**src/rtl/fix_word_packer.sv**
```systemverilog
// Packs a FIX byte stream little-end-first into DATA_WIDTH-bit RAM words and reports per-message summaries.
// Optional macro FIX_PACKER_CHECKSUM_EN adds the modulo-256 FIX checksum on msg_checksum_o.
module fix_word_packer #(
  parameter int DATA_WIDTH = 256,
  parameter int ADDR_WIDTH = 5
) (
  input  logic                  clk,
  input  logic                  rst,
  input  logic                  byte_valid_i,
  input  logic [7:0]            byte_i,
  input  logic                  byte_last_i,
  output logic                  byte_ready_o,
  input  logic                  free_i,
  output logic                  write_o,
  output logic [ADDR_WIDTH-1:0] write_index_o,
  output logic [DATA_WIDTH-1:0] write_data_o,
  output logic                  msg_done_o,
  output logic [ADDR_WIDTH-1:0] msg_start_index_o,
  output logic [15:0]           msg_bytes_o,
  output logic [7:0]            msg_checksum_o
);

  localparam int BPW   = DATA_WIDTH / 8;
  localparam int POS_W = (BPW > 1) ? $clog2(BPW) : 1;
  localparam int OCC_W = ADDR_WIDTH + 1;
  localparam logic [OCC_W-1:0] DEPTH    = {1'b1, {ADDR_WIDTH{1'b0}}};
  localparam logic [POS_W-1:0] LAST_POS = POS_W'(BPW - 1);

  typedef enum logic {IDLE = 1'b0, ACTIVE = 1'b1} state_t;

  function automatic logic [15:0] sat_inc16(input logic [15:0] v);
    return (v == 16'hFFFF) ? v : v + 16'd1;
  endfunction

  state_t                  state_q, state_d;
  logic [POS_W-1:0]        pos_q, pos_d;
  logic [DATA_WIDTH-1:0]   word_q, word_d, word_fill;
  logic [ADDR_WIDTH-1:0]   idx_q, idx_d;
  logic [ADDR_WIDTH-1:0]   start_q, start_d;
  logic [OCC_W-1:0]        occ_q, occ_d, held;
  logic [15:0]             cnt_q, cnt_d, cnt_next;
  logic                    write_q, write_d;
  logic [ADDR_WIDTH-1:0]   write_index_q, write_index_d;
  logic [DATA_WIDTH-1:0]   write_data_q, write_data_d;
  logic                    msg_done_q, msg_done_d;
  logic [ADDR_WIDTH-1:0]   msg_start_index_q, msg_start_index_d;
  logic [15:0]             msg_bytes_q, msg_bytes_d;
  logic                    accept, complete, free_eff;

  // Held words include the one being written this cycle, so a completing byte
  // closes the door before the counter itself catches up.
  always_comb begin
    held         = occ_q + OCC_W'(write_q);
    byte_ready_o = (held < DEPTH);
    accept       = byte_valid_i && byte_ready_o;
    complete     = accept && ((pos_q == LAST_POS) || byte_last_i);
    free_eff     = free_i && (held != '0);
    occ_d        = held - OCC_W'(free_eff);
  end

  always_ff @(posedge clk or negedge rst) begin
    if (!rst) state_q <= IDLE;
    else      state_q <= state_d;
  end

  always_comb begin
    state_d = state_q;
    if (accept) state_d = byte_last_i ? IDLE : ACTIVE;
  end

  always_comb begin
    word_fill         = word_q | (DATA_WIDTH'(byte_i) << {pos_q, 3'b000});
    cnt_next          = sat_inc16(cnt_q);
    pos_d             = pos_q;
    word_d            = word_q;
    idx_d             = idx_q;
    start_d           = start_q;
    cnt_d             = cnt_q;
    write_d           = 1'b0;
    write_index_d     = write_index_q;
    write_data_d      = write_data_q;
    msg_done_d        = 1'b0;
    msg_start_index_d = msg_start_index_q;
    msg_bytes_d       = msg_bytes_q;
    if (accept) begin
      cnt_d = cnt_next;
      if (state_q == IDLE) start_d = idx_q;
      if (complete) begin
        write_d       = 1'b1;
        write_index_d = idx_q;
        write_data_d  = word_fill;
        idx_d         = idx_q + 1'b1;
        pos_d         = '0;
        word_d        = '0;
      end else begin
        pos_d  = pos_q + 1'b1;
        word_d = word_fill;
      end
      if (byte_last_i) begin
        msg_done_d        = 1'b1;
        msg_start_index_d = (state_q == IDLE) ? idx_q : start_q;
        msg_bytes_d       = cnt_next;
        cnt_d             = '0;
      end
    end
  end

  // Write stage: everything below is visible one cycle after the accepting edge.
  always_ff @(posedge clk or negedge rst) begin
    if (!rst) begin
      pos_q             <= '0;
      word_q            <= '0;
      idx_q             <= '0;
      start_q           <= '0;
      occ_q             <= '0;
      cnt_q             <= '0;
      write_q           <= 1'b0;
      write_index_q     <= '0;
      write_data_q      <= '0;
      msg_done_q        <= 1'b0;
      msg_start_index_q <= '0;
      msg_bytes_q       <= '0;
    end else begin
      pos_q             <= pos_d;
      word_q            <= word_d;
      idx_q             <= idx_d;
      start_q           <= start_d;
      occ_q             <= occ_d;
      cnt_q             <= cnt_d;
      write_q           <= write_d;
      write_index_q     <= write_index_d;
      write_data_q      <= write_data_d;
      msg_done_q        <= msg_done_d;
      msg_start_index_q <= msg_start_index_d;
      msg_bytes_q       <= msg_bytes_d;
    end
  end

`ifdef FIX_PACKER_CHECKSUM_EN
  logic [7:0] sum_q, sum_d, sum_next, checksum_q, checksum_d;

  always_comb begin
    sum_next   = sum_q + byte_i;
    sum_d      = sum_q;
    checksum_d = checksum_q;
    if (accept) begin
      sum_d = byte_last_i ? 8'h00 : sum_next;
      if (byte_last_i) checksum_d = sum_next;
    end
  end

  always_ff @(posedge clk or negedge rst) begin
    if (!rst) begin
      sum_q      <= 8'h00;
      checksum_q <= 8'h00;
    end else begin
      sum_q      <= sum_d;
      checksum_q <= checksum_d;
    end
  end

  assign msg_checksum_o = checksum_q;
`else
  assign msg_checksum_o = 8'h00;
`endif

  assign write_o           = write_q;
  assign write_index_o     = write_index_q;
  assign write_data_o      = write_data_q;
  assign msg_done_o        = msg_done_q;
  assign msg_start_index_o = msg_start_index_q;
  assign msg_bytes_o       = msg_bytes_q;

endmodule

```
**config.mk**
```make
export PLATFORM = sky130hd
export DESIGN_NAME = fix_word_packer
export DESIGN_NICKNAME = d
export VERILOG_FILES = /design/src/rtl/fix_word_packer.sv
export SDC_FILE = /design/constraint.sdc
export NUM_CORES = 1
export LEC_CHECK = 0
export CAP_MARGIN = 10
export CORE_UTILIZATION = 50
export DETAILED_ROUTE_END_ITERATION = 10
export MAX_ROUTING_LAYER = met4
export PLACE_DENSITY = 0.88
export SLEW_MARGIN = 30
export SYNTH_ARGS = -nofsm -noshare
export SYNTH_HDL_FRONTEND = slang
export SYNTH_SLANG_ARGS = --single-unit
```
**constraint.sdc**
```tcl
create_clock -name clk -period 2.4 [get_ports clk]
set_clock_uncertainty 0.2 [all_clocks]
set_input_delay 0.24 -clock clk [delete_from_list [all_inputs] [get_ports clk]]
set_output_delay 0.24 -clock clk [all_outputs]
set_load 0.005 [all_outputs]
```
# [Word-level counts from Yosys, hierarchy flattened]
# Index checks and enable logic that the tools add are counted.
[op_classes] n_addsub=5 order_cmp=1 n_eq_ne=2 shift=1 n_mux=10 bitwise_logic=1 n_reduce_logical=7
[op_table] operator="two-way mux 256 bit" n=1
[op_table] operator="bitwise OR 256 bit" n=1
[op_table] operator="left shift 8 x 8 -> 256 bit" n=1
[op_table] operator="two-way mux 16 bit" n=2
[op_table] operator="adder 16 x 1 -> 16 bit (second input constant)" n=1
[op_table] operator="== test 16 bit (second input constant)" n=1
[op_table] operator="adder 5 x 1 -> 5 bit (second input constant)" n=2
[op_table] operator="two-way mux 5 bit" n=2
[op_table] operator="adder 6 x 1 -> 6 bit" n=1
[op_table] operator="< comparator 6 bit (second input constant)" n=1
[op_table] operator="nonzero test 6 bit" n=1
[op_table] operator="subtractor 6 x 1 -> 6 bit" n=1
[op_table] operator="== test 5 bit (second input constant)" n=1
[op_table] operator="two-way mux 1 bit" n=5
[op_table] operator="AND reduction 2 bit" n=2
[op_table] operator="logical AND 1 bit" n=3
[op_table] operator="logical OR 1 bit" n=1
[totals] reg_bits=578 inputBits=13 out_inout_bits=293

# [Longest topological paths before layout]
[depth] word_depth=6 mapped_depth=12 mapped_depth_nobuf=12

# [Worst setup path after synthesis]
# OpenSTA, ideal clock, no wires.
[synth_path] path_kind="register to register" start="register write_q (netlist: write_o)" end="register occ_q[4]" arrival_ps=2250 required_ps=2075 slack_ps=-175 path_stages_with_launch=12 n_path_buf=0 synth_period_minus_slack_ps=2575 path_cell_list="dfrtp_1 > ha_1 > ha_1 > nand2_1 > xor2_1 > a31o_2 > a41oi_1 > ha_1 > ha_1 > nor4b_1 > nor2_1 > xnor2_1"
[synth_via] elab_chain_cells=4
[synth_rtl] element="from (decl)" line_no="42" source="logic write_q, write_d;"
[synth_rtl] element="from (signal assigned)" line_no="130" source="write_q <= write_d;"
[synth_rtl] element="adder 6 x 1 -> 6 bit *" line_no="53" source="held = occ_q + OCC_W'(write_q);"
[synth_rtl] element="nonzero test 6 bit" line_no="57" source="free_eff = free_i && (held != '0);"
[synth_rtl] element="logical AND 1 bit" line_no="57"
[synth_rtl] element="subtractor 6 x 1 -> 6 bit *" line_no="58" source="occ_d = held - OCC_W'(free_eff);"
[synth_rtl] element="named net occ_d[4]" line_no="40" source="logic [OCC_W-1:0] occ_q, occ_d, held;"
[synth_rtl] element="to (signal assigned)" line_no="115" source="occ_q <= '0;"
[synth_rtl] element="to (signal assigned)" line_no="128" source="occ_q <= occ_d;"
[synth_rtl] element="to (decl)" line_no="40"
# The timed path passes the listed nets; every way through them passes the cells marked *.
# A chain may end at the register's enable or synchronous reset.

# [Worst setup path after layout]
[layout_path] start="register write_q (netlist: write_o)" end="register write_data_q[64] (netlist: write_data_o[64])"
[layout_via] elab_chain_cells=5
[layout_rtl] element="adder 6 x 1 -> 6 bit *" line_no="53"
[layout_rtl] element="< comparator 6 bit *" line_no="54" source="byte_ready_o = (held < DEPTH);"
[layout_rtl] element="logical AND 1 bit *" line_no="55" source="accept = byte_valid_i && byte_ready_o;"
[layout_rtl] element="logical AND 1 bit" line_no="56" source="complete = accept && ((pos_q == LAST_POS) || byte_last_i);"
[layout_rtl] element="AND reduction 2 bit (no source line) *"
[layout_rtl] element="to (signal assigned)" line_no="132" source="write_data_q <= write_data_d;"
[layout_rtl] element="to (decl)" line_no="44" source="logic [DATA_WIDTH-1:0] write_data_q, write_data_d;"
# Every way passes the cells marked *; elsewhere a longest branch is shown, timed or not.

==> results.md <==
* Fraction of power spent switching nets at 0.339
* Post-Synthesis Mean Instance Area at 9.78 um^2
* Starting density of the core at 0.507
* Async SR Flop Fraction at 1.00
* Post-detailed-route via-to-cell ratio at 6.72
* Fraction of final layout cells with drive strength greater than 1 at 0.195
* Worst path required time at roughly 2.7 ns
* Measured slew at the worst slew-check pin at 0.682 ns
* Register area share after synthesis at 0.615
* Die area at 47900 um^2
* Final setup violation count at 430
* Post-synth top area cell: dfrtp_1
* Overall fraction of global-route tracks in use at 0.320
* Arrival @ worst endpoint at a little under 3 ns
* Clock share of power at 0.298
* Number of flip-flops and latches in the synthesized netlist at 578
* Die width at between 200 and 250 um
* Most instantiated flip-flop cell in the synthesis netlist: dfrtp_1
* Number of enable-type register cells in the synthesized netlist at 0
* Cell row count at 79
* Static Leakage at 14.8 nW
* Critical-path maximum fanout at 8
* Yosys warns at 0
* First-pass GRT wire length at about 120000 um
* Leading cell types by count after synthesis: 578 x dfrtp_1, 305 x nand2_1, 290 x nor2_1, 272 x a21oi_1, 270 x a31oi_1
* Number of nets with antenna violations after routing at 0
* Top-area cell type share of the netlist area at 0.615
* Minimum clock period at 2.64 ns
* CTS tree: yes
* Sequential Power Share at 0.384
* Post-placement setup slack at -0.251 ns
* Violations in the final reports: negative setup slack
* Maximum ir drop on the vdd rail at 0.679 mV
* Worst-case setup margin in the final layout at -0.245 ns
* Final count of pins violating max slew at 0
* Iteration count of the initial detailed-routing pass at 9
* Overflow left after global routing at 0
* Largest cells by area after synthesis: dfrtp_1 61%, a31oi_1 7.2%, a21oi_1 5.8%
* Area grow syn2layout at 40.6%
* Synthesized netlist cell count at 2407
* Count of clock tree sinks at 578
* Power Dens Cells at between 900 and 1000 nW/um^2
* Clk root buf: clkbuf_16
* Number of buffers created by CTS at 55
* Final Wtd Congestion at 0.894
* Element type at the critical path end: register
* Net total in the final layout at between 2000 and 3000
* Critical setup path kind: register to register
* Detailed placement HPWL at 44500 um
* DR vias at 23000
* Clock insertion delay at the later pin of the skew report at just over 0.6 ns
* Startpoint type of the worst setup path: register
* Post-Syn Area at 23500 um^2
* I/O pin cnt at 306
* Number of failing hold endpoints at the final stage at 0
* Initial antenna violation count at 3
* Setup repair after global routing missed its margin: true
* Cell variety after synth at just under 60
* DRC Markers at 0
* Wire per inst at 26.2 um
* H-Tree Level Count at 2
* Power spent charging and discharging nets at 10.7 mW
* Pin count of the biggest net entering global routing at 74
* Clock buffer depth at 3
* DRC violation total after the first TritonRoute iteration at 3581
* Post-place instance area at 27900 um^2
* Overall power consumption at 31.5 mW
* Combinational share of power at 0.318
* Count of port buffers added during placement at just under 300
* Clock transition at path regs at 0.07 ns
* Max Cap Violations at 0
* Run status: finished, violations left
* Tightest slew margin relative to the limit at 0.544
* Core footprint at 46500 um^2
* Aggregate routed wire length at around 90000 um
* Share of the clock period used by the worst path after layout at 1.10
* Maximum clock frequency at 378 MHz
* Internal power of the cells at 20.8 mW
* Vias in the first global route at approximately 21000
* Worst hold path type: input port to async pin
* Library cell with the highest instance count after synthesis: dfrtp_1
* Die Y-Extent at 219 um
* Final non-filler cell area at 33100 um^2
-- cell type report --
| cell class | instances | area (um^2) |
|---|---|---|
| clock buffers | 82 | 1630 |
| fillers | 2787 | 13400 |
| diodes | 3 | 7.51 |
| flip-flops and latches | 578 | 14500 |
| inverters | 10 | 50.0 |
| repair buffers | 561 | 7090 |
| multi-input cells | 1569 | 8790 |
| clock inverters | 19 | 282 |
| well taps | 607 | 759 |
-- cells by family (layout without fill, tap and decap cells) --
group,Yosys count,in the layout,share of synthesized area
flops,578,578,0.615
compound gates,845,845,0.198
simple gates,679,679,0.118
other cells,1,11,0.000159
xor+xnor,17,17,0.00633
mux,12,12,0.00542
buf+inv,267,672,0.0533
fa+ha+maj,8,8,0.00425
-- flip-flops by register name, indices dropped and copies added (netlist names) --
name and cells:
write_o 1, idx_q 5, state_q 1, write_index_o 5, msg_done_o 1, msg_start_index_o 5, word_q 256, cnt_q 16
msg_bytes_o 16, pos_q 5, occ_q 6, write_data_o 256, start_q 5
-- stage by stage --
stage | hold WS (ns) | instances | util | setup TNS, ns
floorplan | -0.256 | 2414 | - | -0.293
global placement | 0.0787 | 3217 | 0.601 | -0.279
detailed placement | 0.0860 | 3217 | 0.601 | -7.43
CTS | 0.0399 | 3350 | 0.663 | -2.76
global route | 0.0685 | 3429 | 0.712 | -47.51
finish | 0.0402 | 3429 | 0.712 | -22.31
-- what timing repair did --
item	in CTS	in global routing
endpoints found under the setup margin	258	537
cloned	16	64
hold buffers	1	0
setup buffers	15	17
gates resized for setup	128	259
pin swaps	15	33
endpoints found under the hold margin	525	0
-- final timing paths --
path	cells after the start	slack, ns	from	to
hold / removal	2	0.04	rst	write_data_o[139]$_DFFE_PN0P_
setup / recovery	12	-0.24	write_o$_DFF_PN0_	write_data_o[64]$_DFFE_PN0P_
hold reg to reg	2	0.28	write_data_o[83]$_DFFE_PN0P_	write_data_o[83]$_DFFE_PN0P_
max in group asynchronous	3	1.02	rst	word_q[181]$_DFFE_PN0P_
setup reg to reg	12	-0.24	write_o$_DFF_PN0_	write_data_o[64]$_DFFE_PN0P_
min in group clk	2	0.28	write_data_o[83]$_DFFE_PN0P_	write_data_o[83]$_DFFE_PN0P_
-- power by group through the flow --
stage | Sequential, mW | Clock (mW) | Combinational [mW]
3_5_place_dp | 12.0 | 0 | 7.20
3_3_place_gp | 11.9 | 0 | 6.93
5_1_grt | 12.2 | 9.78 | 10.4
6_report | 12.1 | 9.39 | 9.99
4_1_cts | 11.9 | 9.23 | 8.00
2_1_floorplan | 11.8 | 0 | 3.57
-- worst max-delay path, stage by stage, from the launching register on --
cell and delay, ns:
dfrtp_1 0.41, ha_4 0.19, buf_6 0.12, and3_4 0.16, buf_6 0.13, a21boi_4 0.22
o21ai_4 0.11, buf_6 0.14, buf_6 0.11, buf_6 0.10, buf_12 0.15, buf_16 0.14
o21ai_2 0.32
-- metal layers --
metal	vias to the layer above	wire (um)	part of all wire	GRT usage
met5	-	0	0	-
met2	2236	41600	0.46	0.483
met4	0	5320	0.059	0.138
met1	11100	31900	0.35	0.427
li1	9087	-	-	-
met3	581	11100	0.12	0.0563
-- layout by cell type (no fill, tap or decap), types with 33 or more instances in the layout --
master | netlist | routed
a21oi_1 | 272 | 271
a31oi_1 | 270 | 246
buf_12 | 0 | 39
buf_4 | 35 | 96
buf_6 | 6 | 33
clkbuf_16 | 0 | 107
clkdlybuf4s50_1 | 0 | 295
dfrtp_1 | 578 | 576
nand2_1 | 305 | 252
nand2_2 | 0 | 44
nor2_1 | 290 | 269
o21ai_0 | 194 | 98
o21ai_1 | 80 | 132
o21ai_2 | 0 | 37
Note: power is estimated with default switching activity, not from simulation.
